**config.mk**
```make
export PLATFORM = sky130hd
export DESIGN_NAME = raymarch_frame_writer
export DESIGN_NICKNAME = d
export VERILOG_FILES = /design/src/rtl/raymarch_pkg.sv /design/src/rtl/rm_pixel_fifo.sv /design/src/rtl/raymarch_frame_writer.sv
export SDC_FILE = /design/constraint.sdc
export NUM_CORES = 2
export LEC_CHECK = 0
export ABC_AREA = 1
export CORE_MARGIN = 2
export CORE_UTILIZATION = 25
export CTS_BUF_LIST = sky130_fd_sc_hd__clkbuf_2 sky130_fd_sc_hd__clkbuf_4 sky130_fd_sc_hd__clkbuf_8
export DETAILED_ROUTE_END_ITERATION = 8
export HOLD_SLACK_MARGIN = 0.08
export PLACE_DENSITY = 0.42
export SLEW_MARGIN = 15
export SYNTH_ARGS = -nofsm -noshare
export SYNTH_HDL_FRONTEND = slang
export SYNTH_SLANG_ARGS = --single-unit
export TNS_END_PERCENT = 100
```
**constraint.sdc**
```tcl
create_clock -name clk -period 6.8 [get_ports clk]
set_input_delay 2.04 -clock clk [delete_from_list [all_inputs] [get_ports clk]]
set_output_delay 2.04 -clock clk [all_outputs]
set_load 0.02 [all_outputs]
```
**src/rtl/raymarch_pkg.sv**
```systemverilog
// Shared types and helpers for the raymarch frame writer.
// RM_FRAME_WRITER_RGB332_EN selects the 8-bit RGB332 pixel word instead of 24-bit RGB888.
package raymarch_pkg;

    localparam int CORDW     = 10;
    localparam int H_RES_DEF = 640;
    localparam int V_RES_DEF = 480;

`ifdef RM_FRAME_WRITER_RGB332_EN
    localparam int PIX_W = 8;
`else
    localparam int PIX_W = 24;
`endif

    typedef logic [PIX_W-1:0] pixel_word_t;

    typedef enum logic [1:0] {
        ST_IDLE  = 2'd0,
        ST_SCAN  = 2'd1,
        ST_DRAIN = 2'd2
    } fw_state_t;

    function automatic pixel_word_t pack_rgb(input logic [7:0] r,
                                             input logic [7:0] g,
                                             input logic [7:0] b);
`ifdef RM_FRAME_WRITER_RGB332_EN
        return {r[7:5], g[7:5], b[7:6]};
`else
        return {r, g, b};
`endif
    endfunction

endpackage

```
**src/rtl/rm_pixel_fifo.sv**
```systemverilog
// Single-clock FIFO with a registered show-ahead read port: dout_o holds the head
// entry whenever empty_o is low. A push into a full FIFO is accepted when a pop is in the same cycle.
module rm_pixel_fifo #(
    parameter int WIDTH = 8,
    parameter int DEPTH = 64
) (
    input  logic                     clk,
    input  logic                     rst_n,
    input  logic                     push_i,
    input  logic [WIDTH-1:0]         din_i,
    input  logic                     pop_i,
    output logic [WIDTH-1:0]         dout_o,
    output logic [$clog2(DEPTH):0]   count_o,
    output logic                     full_o,
    output logic                     empty_o
);

    localparam int AW = $clog2(DEPTH);

    logic [WIDTH-1:0] mem_q [DEPTH];
    logic [AW-1:0]    wr_ptr_q, rd_ptr_q, rd_next;
    logic [AW:0]      count_q, count_d;
    logic [WIDTH-1:0] dout_q, dout_d;
    logic             do_push, do_pop;

    assign empty_o = (count_q == '0);
    assign full_o  = (count_q == (AW+1)'(DEPTH));
    assign do_pop  = pop_i && !empty_o;
    assign do_push = push_i && (!full_o || do_pop);
    assign rd_next = rd_ptr_q + AW'(1);
    assign dout_o  = dout_q;
    assign count_o = count_q;

    always_comb begin
        count_d = count_q;
        if (do_push && !do_pop) begin
            count_d = count_q + (AW+1)'(1);
        end else if (do_pop && !do_push) begin
            count_d = count_q - (AW+1)'(1);
        end
        // The output register always mirrors the entry that will be at the head next cycle.
        dout_d = dout_q;
        if (do_pop && (count_q != (AW+1)'(1))) begin
            dout_d = mem_q[rd_next];
        end else if (do_push && (empty_o || do_pop)) begin
            dout_d = din_i;
        end
    end

    always_ff @(posedge clk) begin
        if (!rst_n) begin
            wr_ptr_q <= '0;
            rd_ptr_q <= '0;
            count_q  <= '0;
            dout_q   <= '0;
        end else begin
            if (do_push) wr_ptr_q <= wr_ptr_q + AW'(1);
            if (do_pop)  rd_ptr_q <= rd_next;
            count_q <= count_d;
            dout_q  <= dout_d;
        end
    end

    always_ff @(posedge clk) begin
        if (do_push) mem_q[wr_ptr_q] <= din_i;
    end

endmodule

```
**src/rtl/raymarch_frame_writer.sv**
```systemverilog
// Scans a frame of coordinates into the raymarcher, tags returning colours with their
// address through a latency-matched delay line and streams them to the framebuffer.
// Define RM_FRAME_WRITER_RGB332_EN for 8-bit RGB332 pixel words (24-bit RGB888 otherwise).
module raymarch_frame_writer
    import raymarch_pkg::*;
#(
    parameter int H_RES        = H_RES_DEF,
    parameter int V_RES        = V_RES_DEF,
    parameter int PIPE_LATENCY = 32,
    parameter int FIFO_DEPTH   = 64,
    parameter int ADDR_W       = 19
) (
    input  logic              clk,
    input  logic              rst_n,
    input  logic              start,
    output logic              busy,
    output logic              frame_done,
    output logic [CORDW-1:0]  pixel_x,
    output logic [CORDW-1:0]  pixel_y,
    input  logic [7:0]        red,
    input  logic [7:0]        green,
    input  logic [7:0]        blue,
    output logic              mem_wr_valid,
    input  logic              mem_wr_ready,
    output logic [ADDR_W-1:0] mem_addr,
    output pixel_word_t       mem_data
);

    localparam int FAW = $clog2(FIFO_DEPTH);
    localparam int CW  = FAW + 2;
    localparam int FW  = ADDR_W + PIX_W;
    localparam logic [CORDW-1:0] X_LAST = CORDW'(H_RES - 1);
    localparam logic [CORDW-1:0] Y_LAST = CORDW'(V_RES - 1);

    fw_state_t         state_q, state_d;
    logic [CORDW-1:0]  nx_q, nx_d, ny_q, ny_d;
    logic [CORDW-1:0]  px_q, px_d, py_q, py_d;
    logic [ADDR_W-1:0] naddr_q, naddr_d;
    logic              issue;
    logic              drained;

    logic [PIPE_LATENCY:0] dl_vld_q;
    logic [ADDR_W-1:0]     dl_addr_q [PIPE_LATENCY+1];
    logic [CW-1:0]         inflight, credit_sum;

    logic [FAW:0]    fifo_count;
    logic            fifo_full, fifo_empty;
    logic [FW-1:0]   fifo_dout;

    always_comb begin
        inflight = '0;
        for (int i = 0; i <= PIPE_LATENCY; i++) begin
            inflight = inflight + CW'(dl_vld_q[i]);
        end
    end

    // Every coordinate in flight already owns a FIFO slot, so the FIFO can never overflow.
    assign credit_sum = CW'(fifo_count) + inflight;
    assign drained    = (dl_vld_q == '0) && fifo_empty;

    always_comb begin
        state_d    = state_q;
        nx_d       = nx_q;
        ny_d       = ny_q;
        px_d       = px_q;
        py_d       = py_q;
        naddr_d    = naddr_q;
        issue      = 1'b0;
        frame_done = 1'b0;
        unique case (state_q)
            ST_IDLE: begin
                if (start) begin
                    state_d = ST_SCAN;
                    nx_d    = '0;
                    ny_d    = '0;
                    naddr_d = '0;
                end
            end
            ST_SCAN: begin
                if (!fifo_full && (credit_sum < CW'(FIFO_DEPTH))) begin
                    issue   = 1'b1;
                    px_d    = nx_q;
                    py_d    = ny_q;
                    naddr_d = naddr_q + ADDR_W'(1);
                    if (nx_q == X_LAST) begin
                        nx_d = '0;
                        ny_d = ny_q + CORDW'(1);
                        if (ny_q == Y_LAST) state_d = ST_DRAIN;
                    end else begin
                        nx_d = nx_q + CORDW'(1);
                    end
                end
            end
            ST_DRAIN: begin
                if (drained) begin
                    frame_done = 1'b1;
                    state_d    = ST_IDLE;
                end
            end
            default: state_d = ST_IDLE;
        endcase
    end

    always_ff @(posedge clk) begin
        if (!rst_n) begin
            state_q  <= ST_IDLE;
            nx_q     <= '0;
            ny_q     <= '0;
            px_q     <= '0;
            py_q     <= '0;
            naddr_q  <= '0;
            dl_vld_q <= '0;
        end else begin
            state_q  <= state_d;
            nx_q     <= nx_d;
            ny_q     <= ny_d;
            px_q     <= px_d;
            py_q     <= py_d;
            naddr_q  <= naddr_d;
            dl_vld_q <= {dl_vld_q[PIPE_LATENCY-1:0], issue};
        end
    end

    // Address rides alongside the valid bit; bubbles carry don't-care addresses.
    always_ff @(posedge clk) begin
        dl_addr_q[0] <= naddr_q;
        for (int i = 1; i <= PIPE_LATENCY; i++) begin
            dl_addr_q[i] <= dl_addr_q[i-1];
        end
    end

    rm_pixel_fifo #(
        .WIDTH (FW),
        .DEPTH (FIFO_DEPTH)
    ) u_fifo (
        .clk     (clk),
        .rst_n   (rst_n),
        .push_i  (dl_vld_q[PIPE_LATENCY]),
        .din_i   ({dl_addr_q[PIPE_LATENCY], pack_rgb(red, green, blue)}),
        .pop_i   (mem_wr_ready),
        .dout_o  (fifo_dout),
        .count_o (fifo_count),
        .full_o  (fifo_full),
        .empty_o (fifo_empty)
    );

    assign busy         = (state_q != ST_IDLE);
    assign pixel_x      = px_q;
    assign pixel_y      = py_q;
    assign mem_wr_valid = !fifo_empty;
    assign mem_addr     = fifo_dout[FW-1:PIX_W];
    assign mem_data     = fifo_dout[PIX_W-1:0];

endmodule

```
==> out/results.ini <==
[sta]
fin_crit_ns=5.616
setup_viol=0
whs_ns=0.2407
max_slew_margin=0.2319
finalSetupTns_ns=0
finClkSkew_ns=0.1078
worstMarginPinSlew_ns=1.152
finalCritPeriodShare=0.8258
hold_viol=0
grt_setup_unrepaired=no
fmax_mhz=178.1
final.setup.worst_slack_ns=1.184
finalMaxSlewViolations=0

[pwr]
pwr-share-clk=0.324
p_leak_uw=0.05427
power_density_mw_per_mm2=401.9
sequentialPowerShare=0.390
swShare=0.3648
p_switching_uw=22290
comb_power_share=0.286
internal_power_uw=38800
ir_worst_vdd_uv=711.3

[grt]
grt_busiest_layer=met2
met1_usage=0.2181
antenna_found_initial=34
grt_pass1_vias=81728
grt_overflow=0
grt.total_usage=0.1538
met2_usage=0.2424
grt_pass1_wl_um=600400
grt_max_degree=153
use_met3=0.02198

[finish]
postLayoutCoreUtil=0.2923
final_common_cell=nand2_1
drive_above_1_share=0.1214
layout.nets=10974
area_delta_synth_final_pct=16.75
final_cell_mix=2,896 x nand2_1, 2,780 x nand3_1, 2,752 x edfxtp_1, 763 x dfxtp_1, 663 x clkbuf_8
fin_cells=18342
fill_cells=53552

[synthesis]
netlist_area_mm2=0.1302
ys_seq_area_frac=0.7552
synthDistinctLibCells=34
ys_ff_latch=3535
syn_nets=10698
synth_cells=10618
avgSynthCellArea_um2=12.26
yosysWarnings=0

[clocking]
cts-resized-gates=0
cts_hold_buf=0
clk_path_buf_depth=4
clkSinkCount=3535
cts_setup_buffers=0
tritoncts=built
clk_latency_ns=1.23
cts_max_level=6
cts_buffers=617
clk_pin_slew_worst_paths_ns=0.07
root_buffer=clkbuf_8

[placement]
io_buffers=93
placed_cells=17217
dpl_worst_slack_ns=0.7851
hpwlAfterDp_um=225000
gp_congestion=0.7539

[detailed_routing]
drc=0
detail_route.vias_per_cell=4.511
dr.pass1.iters=6
wl_um=419000
dr.first_iter.drc_count=7238
antenna_left=0
routedWlPerCell_um=22.85
vias=82740

[worst_hold_path]
hold_depth=0
hold_class=reg2reg

[die]
io_pins=94
die_y_um=725.6
rows=265
dieArea_mm2=0.5265
initial_core_util=0.2504
die_w_um=725.6
core_mm2=0.5199

[status]
run_status=finished clean

[worst_setup_path]
critPathMaxFanout=4
critPathKind=reg2out
arrival_ns=3.58
startpoint_type=register
reg2reg_depth=21
worstPathRequired_ns=4.76
end_kind=output port

[job]
cap_violations=0

[final cells by class]
class / instances / area, um^2 / area share
flip-flops and latches: 3535 / 98370 / 0.6473
multi-input cells: 6218 / 28640 / 0.1884
clock buffers: 936 / 11170 / 0.07352
well taps: 6942 / 8686 / 0.05715
repair buffers: 310 / 2958 / 0.01946
clock inverters: 163 / 1261 / 0.008298
inverters: 212 / 827.0 / 0.005442
diodes: 26 / 65.06 / 0.0004281
[sequential cells by signal, indices dropped and copies added (netlist names)]
register and flops:
u_fifo.count_o 7, u_fifo.wr_ptr_q 6, ny_q 10, naddr_q 19, u_fifo.dout_o 43, nx_q 10, dl_vld_q 33, state_q 2
u_fifo.rd_ptr_q 6, dl_addr_q 627, u_fifo.mem_q 2752, pixel_x 10, pixel_y 10
[power by group through the flow]
stage,Combinational (uW),Clock [uW],Sequential [uW]
after floorplan,10600,0,24200
after global placement,17700,0,24300
after detailed placement,17700,0,24300
after CTS,17700,20400,23800
after global routing,19100,21300,23800
final,17500,19800,23800
[cells by family after synthesis]
family	Yosys count	synth area share
xor+xnor	24	0.001672
buf+inv	865	0.02896
compound gates	263	0.01027
flops	3535	0.7552
fa+ha+maj	52	0.006497
simple gates	5879	0.1974
[worst max-delay path, cell delays in order (launching register included)]
cell and delay (ns):
dfxtp_1 0.37, inv_1 0.16, ha_1 0.16, inv_1 0.06
nor2_2 0.16, nand2_2 0.12, inv_1 0.15, nand3_1 0.13
nor3_1 0.37, clkdlybuf4s50_1 0.69
[layer usage]
layer	share of wire	up-vias	wire length [um]
met1	0.46	41534	194500
met5	0.000029	-	12
met4	0.030	2	12530
met2	0.45	2430	189600
li1	-	38122	-
met3	0.053	652	22330
[cell usage after synthesis (all sizes together)]
| master | n | area share |
|---|---|---|
| buf | 430 | 0.016 |
| clkinv | 1 | 0.000029 |
| nand2 | 2903 | 0.084 |
| nand3 | 2780 | 0.11 |
| ha | 26 | 0.0025 |
| nand4 | 27 | 0.0013 |
| nor3b | 2 | 0.00012 |
| o31ai | 2 | 0.00012 |
| inv | 211 | 0.0061 |
| clkbuf | 223 | 0.0064 |
| a21oi | 168 | 0.0065 |
| dfxtp | 783 | 0.12 |
| nand3b | 3 | 0.00017 |
| a21o | 2 | 0.00012 |
| nor4 | 4 | 0.00019 |
| a31oi | 2 | 0.000096 |
| xnor2 | 7 | 0.00047 |
| edfxtp | 2752 | 0.63 |
| xor2 | 17 | 0.0012 |
| nor3 | 21 | 0.00081 |
| o21ai | 88 | 0.0034 |
| or2 | 1 | 0.000048 |
| nor2 | 138 | 0.0040 |
| o32ai | 1 | 0.000067 |
| fa | 26 | 0.0040 |
[final timing paths]
check | start | endpoint | slack (ns)
worst max-delay path | u_fifo.count_o[1] | frame_done | 1.18
worst min register to register | dl_addr_q[0][42] | dl_addr_q[0][61] | 0.24
worst max register to register | dl_vld_q[23] | nx_q[1] | 1.47
worst min-delay path | dl_addr_q[0][42] | dl_addr_q[0][61] | 0.24
[through the flow]
step | power [uW] | cell area [um^2]
2_1_floorplan | 34750 | 130200
3_3_place_gp | 41960 | 139500
3_5_place_dp | 41940 | 139500
4_1_cts | 61920 | 151900
5_1_grt | 64200 | 152000
6_report | 61080 | 152000
Note: power is estimated with default switching activity, not from simulation.
